**src/rtl/mmio_bus_arbiter.sv**
```systemverilog
`default_nettype none
// ============================================================================
// Module      : mmio_bus_arbiter
// Description : Round-robin two-master arbiter issuing single-cycle MMIO
//               accesses with registered read data and a one-cycle ack.
//               Optional ownership lock enabled by macro ARB_LOCK_EN.
// Revision    : 1.0 - initial release
// ============================================================================
module mmio_bus_arbiter #(
    parameter int ADDR_W = 21,
    parameter int DATA_W = 32
) (
    input  logic              clk,
    input  logic              reset_n,
    input  logic              m0_req,
    input  logic              m0_wr,
    input  logic [ADDR_W-1:0] m0_addr,
    input  logic [DATA_W-1:0] m0_wr_data,
    output logic              m0_ack,
    input  logic              m1_req,
    input  logic              m1_wr,
    input  logic [ADDR_W-1:0] m1_addr,
    input  logic [DATA_W-1:0] m1_wr_data,
    output logic              m1_ack,
`ifdef ARB_LOCK_EN
    input  logic              m0_lock,
    input  logic              m1_lock,
`endif
    output logic [DATA_W-1:0] rd_data,
    output logic [1:0]        gnt,
    output logic              mmio_cs,
    output logic              mmio_wr,
    output logic              mmio_rd,
    output logic [ADDR_W-1:0] mmio_addr,
    output logic [DATA_W-1:0] mmio_wr_data,
    input  logic [DATA_W-1:0] mmio_rd_data
);

    typedef enum logic [1:0] {
        ST_IDLE  = 2'd0,
        ST_ISSUE = 2'd1,
        ST_ACK   = 2'd2
    } state_t;

    state_t r_state;
    logic   r_last_gnt;
    logic   r_owner;
`ifdef ARB_LOCK_EN
    logic   r_locked;
    logic   w_owner_lock;
`endif

    logic              w_any;
    logic              w_pick;
    logic              w_sel_wr;
    logic [ADDR_W-1:0] w_sel_addr;
    logic [DATA_W-1:0] w_sel_data;

    // Contention goes to the master that did not win last time.
    always_comb begin
        w_any  = m0_req | m1_req;
        w_pick = (m0_req && m1_req) ? ~r_last_gnt : m1_req;
`ifdef ARB_LOCK_EN
        w_owner_lock = r_owner ? m1_lock : m0_lock;
        if (r_locked) begin
            w_any  = r_owner ? m1_req : m0_req;
            w_pick = r_owner;
        end
`endif
        w_sel_wr   = w_pick ? m1_wr      : m0_wr;
        w_sel_addr = w_pick ? m1_addr    : m0_addr;
        w_sel_data = w_pick ? m1_wr_data : m0_wr_data;
    end

    always_ff @(posedge clk or negedge reset_n) begin
        if (!reset_n) begin
            r_state      <= ST_IDLE;
            r_last_gnt   <= 1'b1;
            r_owner      <= 1'b0;
            gnt          <= 2'b00;
            m0_ack       <= 1'b0;
            m1_ack       <= 1'b0;
            mmio_cs      <= 1'b0;
            mmio_wr      <= 1'b0;
            mmio_rd      <= 1'b0;
            mmio_addr    <= '0;
            mmio_wr_data <= '0;
            rd_data      <= '0;
`ifdef ARB_LOCK_EN
            r_locked     <= 1'b0;
`endif
        end else begin
            m0_ack  <= 1'b0;
            m1_ack  <= 1'b0;
            mmio_cs <= 1'b0;
            mmio_wr <= 1'b0;
            mmio_rd <= 1'b0;
            case (r_state)
                ST_IDLE: begin
                    if (w_any) begin
                        r_owner      <= w_pick;
                        mmio_addr    <= w_sel_addr;
                        mmio_wr_data <= w_sel_data;
                        mmio_cs      <= 1'b1;
                        mmio_wr      <= w_sel_wr;
                        mmio_rd      <= ~w_sel_wr;
                        gnt          <= w_pick ? 2'b10 : 2'b01;
                        r_state      <= ST_ISSUE;
                    end
`ifdef ARB_LOCK_EN
                    else if (r_locked && !w_owner_lock) begin
                        r_locked   <= 1'b0;
                        gnt        <= 2'b00;
                        r_last_gnt <= r_owner;
                    end
`endif
                end
                ST_ISSUE: begin
                    if (mmio_rd) begin
                        rd_data <= mmio_rd_data;
                    end
                    if (r_owner) begin
                        m1_ack <= 1'b1;
                    end else begin
                        m0_ack <= 1'b1;
                    end
                    r_state <= ST_ACK;
                end
                ST_ACK: begin
`ifdef ARB_LOCK_EN
                    if (w_owner_lock) begin
                        r_locked <= 1'b1;
                    end else begin
                        r_locked   <= 1'b0;
                        gnt        <= 2'b00;
                        r_last_gnt <= r_owner;
                    end
`else
                    gnt        <= 2'b00;
                    r_last_gnt <= r_owner;
`endif
                    r_state <= ST_IDLE;
                end
                default: r_state <= ST_IDLE;
            endcase
        end
    end

endmodule
`default_nettype wire
```
**config.mk**
```make
export PLATFORM = sky130hd
export DESIGN_NAME = mmio_bus_arbiter
export DESIGN_NICKNAME = d
export VERILOG_FILES = /design/src/rtl/mmio_bus_arbiter.sv
export SDC_FILE = /design/constraint.sdc
export NUM_CORES = 1
export LEC_CHECK = 0
export CELL_PAD_IN_SITES_DETAIL_PLACEMENT = 2
export CELL_PAD_IN_SITES_GLOBAL_PLACEMENT = 2
export CORE_ASPECT_RATIO = 1.2
export CORE_MARGIN = 2
export CORE_UTILIZATION = 22
export DETAILED_ROUTE_END_ITERATION = 8
export GPL_ROUTABILITY_DRIVEN = 0
export HOLD_SLACK_MARGIN = 0.15
export PLACE_DENSITY_LB_ADDON = 0.1
export SLEW_MARGIN = 15
export SYNTH_ARGS = -nofsm -noshare
export SYNTH_HDL_FRONTEND = slang
export SYNTH_SLANG_ARGS = --single-unit
```
**constraint.sdc**
```tcl
create_clock -name clk -period 1.9 [get_ports clk]
set_input_delay 0.57 -clock clk [delete_from_list [all_inputs] [get_ports clk]]
set_output_delay 0.57 -clock clk [all_outputs]
set_load 0.01 [all_outputs]
```
==> impl_metrics.env <==
export IMPL_outcome="complete, no violations"
export IMPL_critical_path_class="register to primary output"
export IMPL_p_per_area_mw_per_mm2=1536
export IMPL_synth_top_cell_by_area="dfrtp_1"
export IMPL_cts_root_buf="clkbuf_16"
export IMPL_p_total_mw=10.89
export IMPL_die_h_um=153.3
export IMPL_vias=3619
export IMPL_seq_area_frac_synth_pct=58.80
export IMPL_drtIter0Drc=120
export IMPL_syn_to_final_growth_pct=73.34
export IMPL_htreeDepth=3
export IMPL_dieArea_mm2=0.01969
export IMPL_vias_per_cell=4.535
export IMPL_drcViolationCount=0
export IMPL_synth_top_area_share_pct=58.16
export IMPL_cts_buffers=9
export IMPL_regToRegSetupSlack_ps=400
export IMPL_first_pass_iters=4
export IMPL_io_buffers=235
export IMPL_yosysWarnings=0
export IMPL_hold_path_class="register to register"
export IMPL_clockBufferDepth=2
export IMPL_synth_seq_cells=96
export IMPL_clk_pin_slew_ps=60
export IMPL_r2r_cells=4
export IMPL_critPathTopFamily="buffers and inverters"
export IMPL_cp_start_kind="register"
export IMPL_synthesis_area_mm2=0.004088
export IMPL_crit_chain="clkdlybuf4s50_1"
export IMPL_final_setup_tns_ps=0
export IMPL_drt_wirelength_per_cell_um=18.95
export IMPL_final_antenna_net_count=0
export IMPL_grt_use_total_pct=15.87
export IMPL_final_cell_mix="clkdlybuf4s50_1, dfrtp_1, inv_1, nor3_1, a221o_1"
export IMPL_start_util_pct=22.49
export IMPL_crit_reg2reg_capture="mmio_addr[0]"
export IMPL_worst_path_buf_inv=1
export IMPL_rsz0062_at_grt="false"
export IMPL_clk_latency_ps=340
export IMPL_cpPeakStageDelay_ps=580
export IMPL_antenna_found_initial=0
export IMPL_grt_pass1_wl_um=23890
export IMPL_core_mm2=0.01817
export IMPL_r2r_start="r_state[1]"
export IMPL_dp_hpwl_um=11370
export IMPL_num_nets_final=715
export IMPL_finalHoldViolations=0
export IMPL_critPathMaxFanout=2
export IMPL_fmax_mhz=538.2
export IMPL_io_pins=236
export IMPL_avgSynthCellArea_um2=12.20
export IMPL_overflow=0
export IMPL_tritoncts="yes"
export IMPL_skew_ps=3.914
export IMPL_hold_depth=1
export IMPL_period_needed_ps=1858
export IMPL_num_rows=54
export IMPL_syn_num_nets=479
export IMPL_cap_violations=0
export IMPL_worst_pin_slew_ps=438.8
export IMPL_layout_commonest_cell="clkdlybuf4s50_1"
export IMPL_grt_pass1_vias=4096
export IMPL_grt_start_max_net_pins=37
export IMPL_relSlewSlack_pct=70.75
export IMPL_arrival_ps=1290
export IMPL_cts_sinks=96
export IMPL_yosys_top_cells_area="dfrtp_1, a221o_1, mux2_2"
export IMPL_fp_dieW_um=128.4
export IMPL_finalMaxSlewViolations=0
export IMPL_drive_gt1_share_pct=12.54
export IMPL_hp_start="r_owner"
export IMPL_min_delay_worst_endpoint="m0_ack"
export IMPL_peakVddDrop_mv=0.5978
export IMPL_synth_cell_types=25
export IMPL_cp_end_kind="primary output"
export IMPL_cp_slowest_cell="clkdlybuf4s50_1"
export IMPL_crit_required_ps=1330
export IMPL_setup_violations=0
export IMPL_min_period_over_period_pct=97.80
export IMPL_leakagePower_nw=3.103
export IMPL_routed_wl_um=15120
export IMPL_netlist_instances=335
export IMPL_antennaDiodeCount=0
-- cell usage after synthesis (all sizes together) --
| cell type | instances |
|---|---|
| a21bo | 1 |
| a21o | 1 |
| a221o | 53 |
| a31o | 2 |
| and2 | 2 |
| and2b | 1 |
| and3 | 1 |
| buf | 23 |
| clkbuf | 4 |
| dfrtp | 95 |
| dfstp | 1 |
| inv | 55 |
| mux2 | 33 |
| mux2i | 1 |
| nand2 | 1 |
| nand2b | 2 |
| nor2 | 3 |
| nor2b | 1 |
| nor3 | 53 |
| o21ai | 1 |
| or2 | 1 |
-- state kept, by name, summed over array words and instances (netlist names), 2 cells and up --
signal / cells
rd_data: 32
mmio_wr_data: 32
r_state: 2
mmio_addr: 21
gnt: 2
-- worst max path at each step --
| stage | start | to | slack, ps | depth (start not counted) |
|---|---|---|---|---|
| after CTS | mmio_wr_data[25] | mmio_wr_data[25] | 9 | 1 |
| after detailed placement | m1_req | mmio_wr_data[29] | -150 | 5 |
| after global routing | gnt[0] | gnt[0] | 1 | 1 |
| after global placement | m0_req | mmio_wr_data[19] | -110 | 5 |
| after floorplan | m1_req | mmio_addr[11] | 430 | 5 |
| final | mmio_wr_data[25] | mmio_wr_data[25] | 40 | 1 |
-- metrics by stage --
stage | std cells | hold slack (ps) | instance area, µm² | worst slack, ps | util (%)
5_1_grt | 798 | 512.4 | 7086 | 1.467 | 38.99
3_3_place_gp | 783 | 470.6 | 6763 | -108.9 | 37.21
2_1_floorplan | 335 | 274.4 | 4088 | 431.9 | -
4_1_cts | 798 | 482.0 | 7078 | 8.617 | 38.94
6_report | 798 | 484.4 | 7086 | 41.82 | 38.99
3_5_place_dp | 783 | 476.8 | 6763 | -150.5 | 37.21
-- kinds of logic (layout without fill, tap and decap cells) --
group / count (synthesis) / in the layout / share of synthesized area, %
AOI/OAI and AO/OA: 58 / 58 / 14.05
DFF: 96 / 96 / 58.80
buffers and inverters: 82 / 321 / 9.550
and+or+nand+nor: 65 / 65 / 8.265
muxes: 34 / 34 / 9.336
-- final cells by class --
| class | instances | area, µm² |
|---|---|---|
| clock inverters | 2 | 38.79 |
| multi-input cells | 157 | 1303 |
| repair buffers | 252 | 2587 |
| clock buffers | 12 | 266.5 |
| fillers | 1913 | 11090 |
| well taps | 224 | 280.3 |
| flip-flops and latches | 96 | 2404 |
| inverters | 55 | 206.4 |
-- power by group --
group          switching (mW)  total (mW)  leakage (nW)  internal [mW]
sequential              0.568        3.63          1.17           3.07
combinational            2.25        5.36          1.79           3.11
clock                   0.775        1.89         0.151           1.12
-- per-layer routing --
metal | vias up | share of wire, % | global-route usage [%]
met5 | - | 0 | 0
met4 | 0 | 1.4 | 5.808
met3 | 9 | 5.7 | 3.360
met2 | 128 | 52 | 27.86
met1 | 1820 | 40 | 18.92
li1 | 1662 | - | -
-- what timing repair did --
item,in CTS,in global routing
endpoints found under the setup margin,0,3
gates resized for setup,0,3
hold buffers,1,0
endpoints found under the hold margin,18,0
setup buffers,0,0
(Power assumes the default switching activity.)
